===== src/rtl/rs_job_scheduler_if.sv =====
// rs_job_scheduler_if -- bundle of the job request, RS command, RS completion
// and status channels of rs_job_scheduler.
//   slave  : scheduler side (rs_job_scheduler)
//   master : environment side (HPS bridge / RS controller / status consumer)
// Signals:
//   req_valid_i/req_ready_o/req_en_decn_i/req_addr_i : job request handshake
//   flush_i                                          : drop queued jobs
//   rs_exec_o/rs_en_decn_o/rs_addr_o                 : command to RS controller
//   encode_done_i/decode_done_i/dec_cerr_i/dec_ncerr_i : completion from controller
//   sts_valid_o/sts_ready_i/sts_o                    : status record handshake
//   q_level_o/busy_o                                 : queue level, FSM busy
interface rs_job_scheduler_if #(
  parameter int unsigned ADDR_W = 8,
  parameter int unsigned DEPTH  = 8
);
  logic                     req_valid_i;
  logic                     req_ready_o;
  logic                     req_en_decn_i;
  logic [ADDR_W-1:0]        req_addr_i;
  logic                     flush_i;
  logic                     rs_exec_o;
  logic                     rs_en_decn_o;
  logic [ADDR_W-1:0]        rs_addr_o;
  logic                     encode_done_i;
  logic                     decode_done_i;
  logic                     dec_cerr_i;
  logic                     dec_ncerr_i;
  logic                     sts_valid_o;
  logic                     sts_ready_i;
  logic [ADDR_W+3:0]        sts_o;
  logic [$clog2(DEPTH):0]   q_level_o;
  logic                     busy_o;

  modport slave (
    input  req_valid_i, req_en_decn_i, req_addr_i, flush_i,
    input  encode_done_i, decode_done_i, dec_cerr_i, dec_ncerr_i, sts_ready_i,
    output req_ready_o, rs_exec_o, rs_en_decn_o, rs_addr_o,
    output sts_valid_o, sts_o, q_level_o, busy_o
  );

  modport master (
    output req_valid_i, req_en_decn_i, req_addr_i, flush_i,
    output encode_done_i, decode_done_i, dec_cerr_i, dec_ncerr_i, sts_ready_i,
    input  req_ready_o, rs_exec_o, rs_en_decn_o, rs_addr_o,
    input  sts_valid_o, sts_o, q_level_o, busy_o
  );
endinterface


===== src/rtl/rs_job_scheduler.sv =====
// rs_job_scheduler -- job queue and sequencer in front of the RS controller
// command port. Buffers encode/decode jobs in a circular FIFO, issues them one
// at a time as a single-cycle exec pulse, waits for the matching done strobe
// and returns a status record {addr, en_decn, cerr, ncerr, timeout}.
// Ports:
//   clk_i   : single clock
//   rst_n_i : asynchronous active-low reset
//   bus     : rs_job_scheduler_if.slave (request, command, completion, status)
// Parameters: DEPTH (power of two, >= 2), ADDR_W, TIMEOUT_CYCLES.
// Optional macro RS_SCHED_TIMEOUT_EN: builds the WAIT watchdog; when undefined
// WAIT waits indefinitely and the timeout bit is always 0.
module rs_job_scheduler #(
  parameter int unsigned DEPTH          = 8,
  parameter int unsigned ADDR_W         = 8,
  parameter int unsigned TIMEOUT_CYCLES = 1024
) (
  input  logic              clk_i,
  input  logic              rst_n_i,
  rs_job_scheduler_if.slave bus
);
  localparam int unsigned PTR_W = $clog2(DEPTH);
  localparam int unsigned LVL_W = PTR_W + 1;

  typedef enum logic [1:0] {S_IDLE, S_ISSUE, S_WAIT, S_REPORT} state_t;

  logic [ADDR_W:0]    r_mem [DEPTH];  // {en_decn, addr}
  logic [PTR_W-1:0]   r_wr_ptr;
  logic [PTR_W-1:0]   r_rd_ptr;
  logic [LVL_W-1:0]   r_level;

  state_t             r_state;
  logic               r_exec;
  logic               r_en_decn;
  logic [ADDR_W-1:0]  r_addr;
  logic               r_sts_valid;
  logic [ADDR_W+3:0]  r_sts;
  logic               r_busy;

  logic w_full;
  logic w_empty;
  logic w_push;
  logic w_pop;
  logic w_done;
  logic w_expired;

  // Full is taken from the registered level, so a pop in the same cycle never
  // makes room for a push.
  assign w_full  = (r_level == LVL_W'(DEPTH));
  assign w_empty = (r_level == '0);
  assign w_push  = bus.req_valid_i && !w_full && !bus.flush_i;
  assign w_pop   = (r_state == S_IDLE) && !w_empty && !bus.flush_i;
  assign w_done  = r_en_decn ? bus.encode_done_i : bus.decode_done_i;

  // Queue pointers and level
  always_ff @(posedge clk_i or negedge rst_n_i) begin
    if (!rst_n_i) begin
      r_wr_ptr <= '0;
      r_rd_ptr <= '0;
      r_level  <= '0;
    end else if (bus.flush_i) begin
      r_rd_ptr <= r_wr_ptr;
      r_level  <= '0;
    end else begin
      if (w_push) r_wr_ptr <= r_wr_ptr + 1'b1;
      if (w_pop)  r_rd_ptr <= r_rd_ptr + 1'b1;
      case ({w_push, w_pop})
        2'b10:   r_level <= r_level + 1'b1;
        2'b01:   r_level <= r_level - 1'b1;
        default: ;
      endcase
    end
  end

  // Queue storage needs no reset: entries are only read below r_level.
  always_ff @(posedge clk_i) begin
    if (w_push) r_mem[r_wr_ptr] <= {bus.req_en_decn_i, bus.req_addr_i};
  end

`ifdef RS_SCHED_TIMEOUT_EN
  localparam int unsigned WD_W = (TIMEOUT_CYCLES > 1) ? $clog2(TIMEOUT_CYCLES) : 1;
  logic [WD_W-1:0] r_wd;

  // Cleared in ISSUE so it reads 0 in the first WAIT cycle.
  always_ff @(posedge clk_i or negedge rst_n_i) begin
    if (!rst_n_i) begin
      r_wd <= '0;
    end else if (r_state == S_ISSUE) begin
      r_wd <= '0;
    end else if (r_state == S_WAIT) begin
      r_wd <= r_wd + 1'b1;
    end
  end

  assign w_expired = (r_state == S_WAIT) && (r_wd == WD_W'(TIMEOUT_CYCLES - 1));
`else
  logic w_unused_timeout;
  assign w_unused_timeout = (TIMEOUT_CYCLES != 0);
  assign w_expired        = 1'b0;
`endif

  // Sequencer
  always_ff @(posedge clk_i or negedge rst_n_i) begin
    if (!rst_n_i) begin
      r_state     <= S_IDLE;
      r_exec      <= 1'b0;
      r_en_decn   <= 1'b0;
      r_addr      <= '0;
      r_sts_valid <= 1'b0;
      r_sts       <= '0;
      r_busy      <= 1'b0;
    end else begin
      r_exec <= 1'b0;
      case (r_state)
        S_IDLE: begin
          if (w_pop) begin
            {r_en_decn, r_addr} <= r_mem[r_rd_ptr];
            r_exec              <= 1'b1;
            r_busy              <= 1'b1;
            r_state             <= S_ISSUE;
          end
        end
        S_ISSUE: begin
          r_state <= S_WAIT;
        end
        S_WAIT: begin
          // A matching done wins over watchdog expiry in the same cycle.
          if (w_done) begin
            r_sts       <= {r_addr, r_en_decn,
                            !r_en_decn && bus.dec_cerr_i,
                            !r_en_decn && bus.dec_ncerr_i, 1'b0};
            r_sts_valid <= 1'b1;
            r_state     <= S_REPORT;
          end else if (w_expired) begin
            r_sts       <= {r_addr, r_en_decn, 3'b001};
            r_sts_valid <= 1'b1;
            r_state     <= S_REPORT;
          end
        end
        S_REPORT: begin
          if (bus.sts_ready_i) begin
            r_sts_valid <= 1'b0;
            r_busy      <= 1'b0;
            r_state     <= S_IDLE;
          end
        end
        default: r_state <= S_IDLE;
      endcase
    end
  end

  assign bus.req_ready_o  = !w_full && !bus.flush_i;
  assign bus.rs_exec_o    = r_exec;
  assign bus.rs_en_decn_o = r_en_decn;
  assign bus.rs_addr_o    = r_addr;
  assign bus.sts_valid_o  = r_sts_valid;
  assign bus.sts_o        = r_sts;
  assign bus.q_level_o    = r_level;
  assign bus.busy_o       = r_busy;
endmodule


===== src/flat_wrapper.sv =====
// flat-port wrapper written by rule: the top's interface ports become plain ports
module rs_job_scheduler_flat 
#(
  parameter int unsigned DEPTH          = 8,
  parameter int unsigned ADDR_W         = 8,
  parameter int unsigned TIMEOUT_CYCLES = 1024
)
  (clk_i, rst_n_i, bus_req_valid_i, bus_req_en_decn_i, bus_req_addr_i, bus_flush_i, bus_encode_done_i, bus_decode_done_i, bus_dec_cerr_i, bus_dec_ncerr_i, bus_sts_ready_i, bus_req_ready_o, bus_rs_exec_o, bus_rs_en_decn_o, bus_rs_addr_o, bus_sts_valid_o, bus_sts_o, bus_q_level_o, bus_busy_o);
  rs_job_scheduler_if #(.ADDR_W(ADDR_W), .DEPTH(DEPTH)) bus_i ();
  input  logic clk_i;
  input  logic rst_n_i;
  input wire logic [$bits(bus_i.req_valid_i)-1:0] bus_req_valid_i;
  input wire logic [$bits(bus_i.req_en_decn_i)-1:0] bus_req_en_decn_i;
  input wire logic [$bits(bus_i.req_addr_i)-1:0] bus_req_addr_i;
  input wire logic [$bits(bus_i.flush_i)-1:0] bus_flush_i;
  input wire logic [$bits(bus_i.encode_done_i)-1:0] bus_encode_done_i;
  input wire logic [$bits(bus_i.decode_done_i)-1:0] bus_decode_done_i;
  input wire logic [$bits(bus_i.dec_cerr_i)-1:0] bus_dec_cerr_i;
  input wire logic [$bits(bus_i.dec_ncerr_i)-1:0] bus_dec_ncerr_i;
  input wire logic [$bits(bus_i.sts_ready_i)-1:0] bus_sts_ready_i;
  output wire logic [$bits(bus_i.req_ready_o)-1:0] bus_req_ready_o;
  output wire logic [$bits(bus_i.rs_exec_o)-1:0] bus_rs_exec_o;
  output wire logic [$bits(bus_i.rs_en_decn_o)-1:0] bus_rs_en_decn_o;
  output wire logic [$bits(bus_i.rs_addr_o)-1:0] bus_rs_addr_o;
  output wire logic [$bits(bus_i.sts_valid_o)-1:0] bus_sts_valid_o;
  output wire logic [$bits(bus_i.sts_o)-1:0] bus_sts_o;
  output wire logic [$bits(bus_i.q_level_o)-1:0] bus_q_level_o;
  output wire logic [$bits(bus_i.busy_o)-1:0] bus_busy_o;
  assign bus_i.req_valid_i = bus_req_valid_i;
  assign bus_i.req_en_decn_i = bus_req_en_decn_i;
  assign bus_i.req_addr_i = bus_req_addr_i;
  assign bus_i.flush_i = bus_flush_i;
  assign bus_i.encode_done_i = bus_encode_done_i;
  assign bus_i.decode_done_i = bus_decode_done_i;
  assign bus_i.dec_cerr_i = bus_dec_cerr_i;
  assign bus_i.dec_ncerr_i = bus_dec_ncerr_i;
  assign bus_i.sts_ready_i = bus_sts_ready_i;
  assign bus_req_ready_o = bus_i.req_ready_o;
  assign bus_rs_exec_o = bus_i.rs_exec_o;
  assign bus_rs_en_decn_o = bus_i.rs_en_decn_o;
  assign bus_rs_addr_o = bus_i.rs_addr_o;
  assign bus_sts_valid_o = bus_i.sts_valid_o;
  assign bus_sts_o = bus_i.sts_o;
  assign bus_q_level_o = bus_i.q_level_o;
  assign bus_busy_o = bus_i.busy_o;
  rs_job_scheduler #(.DEPTH(DEPTH), .ADDR_W(ADDR_W), .TIMEOUT_CYCLES(TIMEOUT_CYCLES)) u_core (.clk_i(clk_i), .rst_n_i(rst_n_i), .bus(bus_i));
endmodule

===== config.mk =====
export PLATFORM = sky130hd
export DESIGN_NAME = rs_job_scheduler_flat
export DESIGN_NICKNAME = d
export VERILOG_FILES = /design/src/rtl/rs_job_scheduler_if.sv /design/src/rtl/rs_job_scheduler.sv /design/src/flat_wrapper.sv
export SDC_FILE = /design/constraint.sdc
export NUM_CORES = 1
export LEC_CHECK = 0
export BUFFER_PORTS_ARGS = -buffer_cell sky130_fd_sc_hd__buf_2
export CAP_MARGIN = 20
export CORE_MARGIN = 1.5
export CORE_UTILIZATION = 58
export CTS_CLUSTER_SIZE = 25
export DETAILED_ROUTE_END_ITERATION = 16
export GPL_ROUTABILITY_DRIVEN = 1
export GPL_TIMING_DRIVEN = 0
export PLACE_DENSITY = 0.87
export SYNTH_ARGS = -nofsm -noshare
export SYNTH_HDL_FRONTEND = slang
export SYNTH_SLANG_ARGS = --single-unit

===== constraint.sdc =====
create_clock -name clk_i -period 3.2 [get_ports clk_i]
set_clock_uncertainty 0.1 [all_clocks]
set_input_delay 0.32 -clock clk_i [delete_from_list [all_inputs] [get_ports clk_i]]
set_output_delay 0.32 -clock clk_i [all_outputs]
set_load 0.01 [all_outputs]

==> summary.txt, run 1 <==
Run status
  – Run status: finished, final reports clean

Logic synthesis
  – Number of synthesized flops with an enable pin: 72
  – Area leader, netlist: edfxtp_1
  – Synth top area share: 0.482
  – Most common cell in the synthesized netlist: edfxtp_1
  – Seq/Total Area, Yosys: 0.677
  – Proportion of synthesized area in mux cells: 0.141
  – Main combinational cell family by area after synthesis: multiplexers
  – Register bit total from synthesis: 107
  – Most frequent cells after synthesis: 72 x edfxtp_1, 35 x dfrtp_1, 18 x mux4_2, 18 x nand2_1, 17 x nor2_1
  – Xor/xnor share of the synthesized area: 0.0117
  – Compound-Gate Fraction of Synth Area: 0.0589
  – Main flop type after synthesis: edfxtp_1
  – Synth warn: 0
  – Synth Area per Inst: 16.1 um^2
  – Syn_nets: 303
  – Post-synth cell types: 44
  – Netlist Area Pre-Place: 4480 um^2
  – Mapped Cells: 278
  – Area share of fa/ha/maj cells after synthesis: 0.0195
  – Asr flop ratio synth: 0.327
  – Largest cells by area after synthesis: edfxtp_1 48%, dfrtp_1 20%, mux4_2 9.0%
  – Simple logic cell fraction of the synthesized area: 0.0714

Setup path
  – CP max FO: 9
  – CP arrival: 2.92 ns
  – Largest stage delay, worst path: 0.41 ns
  – CP max-delay cell: dfrtp_1
  – Worst path bufs/invs: 1
  – Worst endpoint required time: 3.36 ns
  – Setup CP Type: reg2reg
  – CP Cell Sequence: buf_2 -> nor4b_4 -> nor2_1 -> nor3_1 -> ha_1 -> o21a_1 -> o32a_1 -> mux2_4
  – CP Capture Type: register
  – CP Launch Type: register
  – Family with the most delay on the worst path: simple AND/OR/NAND/NOR gates

Cells and area
  – Final #Nets: 364
  – Layout cells sized above 1: 0.314
  – P&R area growth vs syn: 13.7%
  – Fill cell total of the finished layout: 493
  – Util after Layout: 0.692
  – Antenna cell count: 0

Route
  – Routed vias/inst: 5.77
  – Avg WL per Cell: 18.3 um
  – DRT iter0 DRCs: 278
  – DRC viols: 0
  – Routed vias: 2558
  – DRT Pass-1 Iters: 4
  – Final WL: 8110 um
  – Remaining antenna violation count: 0

Clock network
  – Total CTS buffers: 9
  – Root Buffer: clkbuf_8
  – CTS Sinks: 107
  – Clk slew on worst S/H paths: 0.12 ns
  – Clock Tree Buf Depth: 2
  – Later-pin clock latency in the skew report: 0.37 ns
  – Post-CTS Setup Repair Bufs: 0
  – Cts repair resizes: 0
  – H-tree lvl count: 3
  – Cts hold-fix bufs: 1
  – CTS tree: yes

Global route
  – GR Overflow Total: 0
  – Largest net degree at the start of global routing: 36
  – Via count of the first global-routing pass: 2570
  – Global-route wire length before repair: 13000 um
  – GRT Overall Usage: 0.210
  – Antenna violations before repair: 0

Timing
  – RSZ-0062 raised after global routing: no
  – Max-slew headroom: 0.382
  – Max-slew violations: 0
  – Period minus WS final: 2.75 ns
  – WHS: 0.118 ns
  – Final Cycle Share: 0.861
  – Fmax: 363 MHz
  – Finish-stage setup viols: 0
  – Final Hold Viols: 0
  – Worst-Margin Slew: 0.924 ns

Placed design
  – Placer congestion estimate: 0.859
  – HPWL Detailed: 5760 um
  – Input/output buffers: 44

Floorplanning
  – Starting density of the core: 0.608
  – Rows: 31
  – Die W: 90.9 um
  – Die extent in y: 90.9 um
  – Core area: 7370 um^2
  – Ports: 47
  – Die area: 8270 um^2

Pwr
  – PnR Total Power: 4.25 mW
  – Pleak: 1.90 nW
  – Maximum VDD drop: 435 uV
  – Power Density: 833 nW/um^2

Worst hold path
  – Hold Crit Class: in2reg

Job
  – MaxCap Viol Count: 0
-- per-stage QoR --
step / TNS (ns) / instances / setup WS [ns] / area (um^2)
after floorplan: 0 / 278 / 0.669 / 4480
after global placement: -1.20 / 421 / -0.0758 / 4830
after detailed placement: 0 / 426 / 0.482 / 4890
after CTS: 0 / 443 / 0.464 / 5100
after global routing: 0 / 443 / 0.250 / 5100
final: 0 / 443 / 0.446 / 5100
-- power by group --
group          internal (mW)  switching [mW]
sequential              1.76           0.163
combinational          0.715           0.807
clock                  0.310           0.495
total                   2.78            1.47
-- layout make-up --
cell class,instances,area (um^2),share of cell area
Multi-Input combinational cell,153,1390,0.272
Timing Repair Buffer,50,268,0.0525
Clock buffer,9,124,0.0243
Tap cell,99,124,0.0243
Sequential cell,107,3040,0.596
Clock inverter,7,71.3,0.0140
Buffer,15,75.1,0.0147
Inverter,3,11.3,0.00221
-- logic make-up (layout without fill, tap and decap cells) --
kind of cell | Yosys count | count (layout)
AOI/OAI and AO/OA | 39 | 39
adders and majority gates | 7 | 7
DFF | 107 | 107
muxes | 39 | 39
and+or+nand+nor | 61 | 61
other | 1 | 1
buffers and inverters | 18 | 84
xor gates and xnor gates | 6 | 6
-- path summary, 6_finish.rpt --
kind | start | endpoint | slack [ns] | cells past startpoint
worst max-delay path | u_core.bus.q_level_o[0]$_DFFE_PN0P_ | u_core.bus.q_level_o[3]$_DFFE_PN0P_ | 0.45 | 8
worst min-delay path | bus_req_addr_i[2] | u_core.r_mem[4][2]$_DFFE_PP_ | 0.12 | 1
worst max register to register | u_core.bus.q_level_o[0]$_DFFE_PN0P_ | u_core.bus.q_level_o[3]$_DFFE_PN0P_ | 0.45 | 8
worst min register to register | u_core.bus.sts_o[5]$_DFFE_PN0P_ | u_core.bus.sts_o[5]$_DFFE_PN0P_ | 0.41 | 1
max in group asynchronous | rst_n_i | u_core.r_wr_ptr[0]$_DFFE_PN0P_ | 2.08 | 2
min in group asynchronous | rst_n_i | u_core.bus.sts_o[11]$_DFFE_PN0P_ | 0.45 | 2
-- flip-flops by register name (all words and copies together) (netlist names) --
name                     count
u_core.r_mem                72
u_core.bus.sts_o            11
u_core.bus.rs_addr_o         8
u_core.bus.q_level_o         4
u_core.r_rd_ptr              3
u_core.r_wr_ptr              3
u_core.r_state               2
u_core.bus.busy_o            1
u_core.bus.rs_en_decn_o      1
u_core.bus.rs_exec_o         1
u_core.bus.sts_valid_o       1
-- per-layer routing --
metal	GRT usage	wire (um)	up-vias
met5	0	0	-
met4	0.0781	120	0
met3	0.0352	321	10
met2	0.363	4290	83
met1	0.266	3380	1279
li1	-	-	1186
-- cells in the final DEF, fill, tap and decap left out, types with 6 or more instances in the layout --
master and instances:
nand2_1 18, buf_2 46, ha_1 7, o21ai_0 9, buf_4 7, a21oi_1 13
clkbuf_1 6, clkbuf_8 9, mux2_2 9, mux2i_1 11, edfxtp_1 72, nor2_1 17
mux4_2 18, dfrtp_1 35, nor2b_1 6
-- worst reg2reg max path, delay by kind of cell, from the launching register on --
| family | cells | cell delay, ns |
|---|---|---|
| AOI/OAI and AO/OA | 2 | 0.43 |
| adders and majority gates | 1 | 0.34 |
| buffers and inverters | 1 | 0.20 |
| DFF | 1 | 0.41 |
| muxes | 1 | 0.30 |
| and+or+nand+nor | 3 | 0.88 |
No activity file was read; power rests on OpenSTA's default activity.
==> inputs of run 2 (changes only) <==
ABC_AREA = 1   (was not set)
SKIP_LAST_GASP = 1   (was not set)
==> run 2 against run 1 <==
Effect of this change:
- worst setup slack better by 0.42 ns
- maximum frequency up 18%
- critical endpoint is now u_core.r_mem[6][4]$_DFFE_PP_
- hold slack got worse by 0.036 ns
- via count increased by 19%
- highest routed layer unchanged
==> summary.txt, run 2 <==
Setup path
  – CP arrival: 2.23 ns (-0.69 ns)
  – CP Capture Type: register
  – CP max FO: 9 (unchanged)
  – R2R setup slack: 0.87 ns (+0.42 ns)
  – Reg2reg start: u_core.bus.q_level_o[3]$_DFFE_PN0P_
  – Reg2reg end: u_core.r_mem[6][4]$_DFFE_PP_
  – CP Launch Type: register
  – Setup CP Type: reg2reg
  – Worst endpoint required time: 3.09 ns (-0.27 ns)
  – Worst Reg-to-Reg Cells: 7 (-1)

Floorplanning
  – Rows: 31 (unchanged)
  – Core area: 7330 um^2 (-0.53%)
  – Die W: 90.4 um (-0.61%)
  – Die area: 8170 um^2 (-1.2%)
  – Starting density of the core: 0.604 (-0.00446)
  – Ports: 47 (unchanged)
  – Die extent in y: 90.4 um (-0.61%)

Clock network
  – Later-pin clock latency in the skew report: 0.37 ns (about the same)
  – CTS Sinks: 107 (unchanged)
  – CTS tree: yes
  – Total CTS buffers: 9 (unchanged)
  – Clock Tree Buf Depth: 2 (unchanged)
  – Post-CTS Setup Repair Bufs: 0 (unchanged)
  – Clk slew on worst S/H paths: 0.10 ns (-0.02 ns)
  – Root Buffer: clkbuf_8
  – H-tree lvl count: 3 (unchanged)
  – Cts repair resizes: 0 (unchanged)

Cells and area
  – Final #Nets: 458 (+26%)
  – Layout cells sized above 1: 0.180 (-0.134)
  – Antenna cell count: 0 (unchanged)
  – Commonest non-fill, non-tap cells in the layout: 72 x edfxtp_1, 52 x nor2_1, 49 x o21ai_0, 49 x buf_2, 43 x nand2_1
  – Util after Layout: 0.680 (-0.0119)
  – Fill cell total of the finished layout: 519 (+5.3%)
  – Largest register FFs: 72 (unchanged)
  – P&R area growth vs syn: 12.6%
  – Commonest non-fill, non-tap cell in the layout: edfxtp_1
  – Layout Cells excl Fill: 537 (+21%)
  – Post-route cell area: 4990 um^2 (-2.2%)
  – Biggest register: u_core.r_mem

Logic synthesis
  – Post-synth cell types: 32 (-27%)
  – Register bit total from synthesis: 107 (unchanged)
  – Netlist Area Pre-Place: 4430 um^2 (-1.3%)
  – Mapped Cells: 376 (+35%)
  – Seq/Total Area, Yosys: 0.686 (+0.00861)
  – Syn_nets: 401 (+32%)
  – Asr flop ratio synth: 0.327 (unchanged)
  – Most frequent cells after synthesis: 72 x edfxtp_1, 52 x nor2_1, 49 x o21ai_0, 43 x nand2_1, 35 x dfrtp_1
  – Number of synthesized flops with an enable pin: 72 (unchanged)
  – Most common cell in the synthesized netlist: edfxtp_1
  – Area leader, netlist: edfxtp_1
  – Largest cells by area after synthesis: edfxtp_1 49%, dfrtp_1 20%, o21ai_0 5.5%
  – Synth top area share: 0.488 (+0.00613)
  – Synth warn: 0 (unchanged)
  – Synth Area per Inst: 11.8 um^2 (-27%)
  – Main flop type after synthesis: edfxtp_1

Placed design
  – Placed cells: 520 (+22%)
  – Placer congestion estimate: 0.853 (-0.64%)
  – Input/output buffers: 45 (+2.3%)
  – Area after DPL: 4780 um^2 (-2.4%)
  – HPWL Detailed: 6170 um (+7.1%)
  – Pre-CTS WS: 0.878 ns (+0.396 ns)

Global route
  – Met1 usage: 0.301 (+0.0348)
  – Global-route wire length before repair: 14400 um (+10%)
  – Antenna violations before repair: 0 (unchanged)
  – Met3 usage: 0.0513 (+0.0162)
  – GRT Overall Usage: 0.235 (+0.0250)
  – Met2 global-route usage: 0.385 (+0.0225)
  – Largest net degree at the start of global routing: 36 (unchanged)
  – GR Overflow Total: 0 (unchanged)
  – Via count of the first global-routing pass: 2920 (+14%)
  – GRT busiest layer: met2

Timing
  – Worst-Margin Slew: 1.05 ns (+0.121 ns)
  – Final worst slack: 0.868 ns (+0.422 ns)
  – Fmax: 429 MHz (+18%)
  – Finish-stage setup viols: 0 (unchanged)
  – Period minus WS final: 2.33 ns (-0.422 ns)
  – Setup TNS: 0 ns (unchanged)
  – Final Cycle Share: 0.729 (-0.132)
  – Max-slew violations: 0 (unchanged)
  – Final Hold Viols: 0 (unchanged)
  – RSZ-0062 raised after global routing: no
  – Max-slew headroom: 0.301 (-0.0808)
  – WHS: 0.0821 ns (-0.0363 ns)

Pwr
  – Maximum VDD drop: 376 uV (-14%)
  – Pleak: 2.02 nW (+5.9%)
  – PnR Total Power: 4.20 mW (-1.2%)
  – Power Density: 842 nW/um^2 (+1.1%)

Route
  – DRT iter0 DRCs: 378 (+36%)
  – Routed vias/inst: 5.65 (-2.1%)
  – Final WL: 9090 um (+12%)
  – DRT Pass-1 Iters: 5 (+1)
  – Routed vias: 3035 (+19%)
  – DRC viols: 0 (unchanged)
  – Avg WL per Cell: 16.9 um (-7.5%)
  – Remaining antenna violation count: 0 (unchanged)

Job
  – MaxCap Viol Count: 0 (unchanged)

Worst hold path
  – Hold Path Sink: u_core.bus.sts_o[2]$_DFFE_PN0P_
  – Hold Crit Class: in2reg
  – WHS Path Cells: 2 (+1)
  – HP Start: bus_dec_cerr_i

Run status
  – Run status: finished, final reports clean
==> run 2: changes by cell type after synthesis, moves of 4 or more <==
cell	before	now
a31oi_1	4	0
inv_1	3	27
nand2_1	18	43
nor2b_1	6	0
mux4_2	18	0
o211ai_1	0	19
inv_2	0	5
o22ai_1	0	11
a21oi_1	13	4
mux2_2	9	0
nor3_1	5	1
nor2_1	17	52
o21ai_0	9	49
==> run 2: worst max-delay path by stage <==
stage / from / end / slack (ns) / cells past startpoint
global route: u_core.bus.q_level_o[3]$_DFFE_PN0P_ / u_core.r_mem[5][1]$_DFFE_PP_ / 0.68 / 7
global placement: u_core.bus.q_level_o[3]$_DFFE_PN0P_ / u_core.r_mem[5][7]$_DFFE_PP_ / 0.94 / 7
finish: u_core.bus.q_level_o[3]$_DFFE_PN0P_ / u_core.r_mem[6][4]$_DFFE_PP_ / 0.87 / 7
detailed placement: u_core.bus.q_level_o[0]$_DFFE_PN0P_ / u_core.r_mem[5][2]$_DFFE_PP_ / 0.88 / 6
CTS: u_core.bus.q_level_o[3]$_DFFE_PN0P_ / u_core.r_mem[5][1]$_DFFE_PP_ / 0.87 / 7
floorplan: u_core.bus.q_level_o[0]$_DFFE_PN0P_ / u_core.bus.q_level_o[3]$_DFFE_PN0P_ / 1.30 / 13
==> run 2: report_power, final <==
group / leakage (nW) / total, mW / switching (mW) / internal (mW)
registers: 1.09 / 1.89 / 0.148 / 1.75
clock network: 0.101 / 0.807 / 0.464 / 0.343
logic: 0.829 / 1.50 / 0.981 / 0.515
==> run 2: critical path, stage by stage, from the launching register on <==
cell,delay (ns)
dfrtp_1,0.44
inv_1,0.10
nor2_1,0.05
nand2_1,0.07
nand3_2,0.14
inv_2,0.13
nand2_1,0.13
nor2_1,0.79
==> run 2: logic make-up after synthesis <==
group / share of synthesized area
flops: 0.686
fa+ha+maj: 0.0198
simple gates: 0.102
mux: 0.0203
xor+xnor: 0.00593
compound gates: 0.121
buf+inv: 0.0444
other cells: 0.000847
==> run 2: metal layers <==
layer | vias to the layer above | part of all wire
li1 | 1425 | -
met1 | 1446 | 0.39
met2 | 147 | 0.49
met3 | 17 | 0.092
met4 | 0 | 0.021
met5 | - | 0
==> run 2: timing repair <==
action / CTS / global route
hold buffers: 1 / 0
setup endpoints to repair: 0 / 0
endpoints found under the hold margin: 35 / 0
==> run 2: cell type report <==
class | instances | area (um^2) | area share
buffer | 16 | 72.6 | 0.0146
sequential | 107 | 3040 | 0.609
multi-input combinational | 220 | 1190 | 0.239
clock inverter | 6 | 50.0 | 0.0100
timing repair buffer | 46 | 235 | 0.0472
inverter | 33 | 124 | 0.0248
tap | 99 | 124 | 0.0248
clock buffer | 10 | 149 | 0.0299
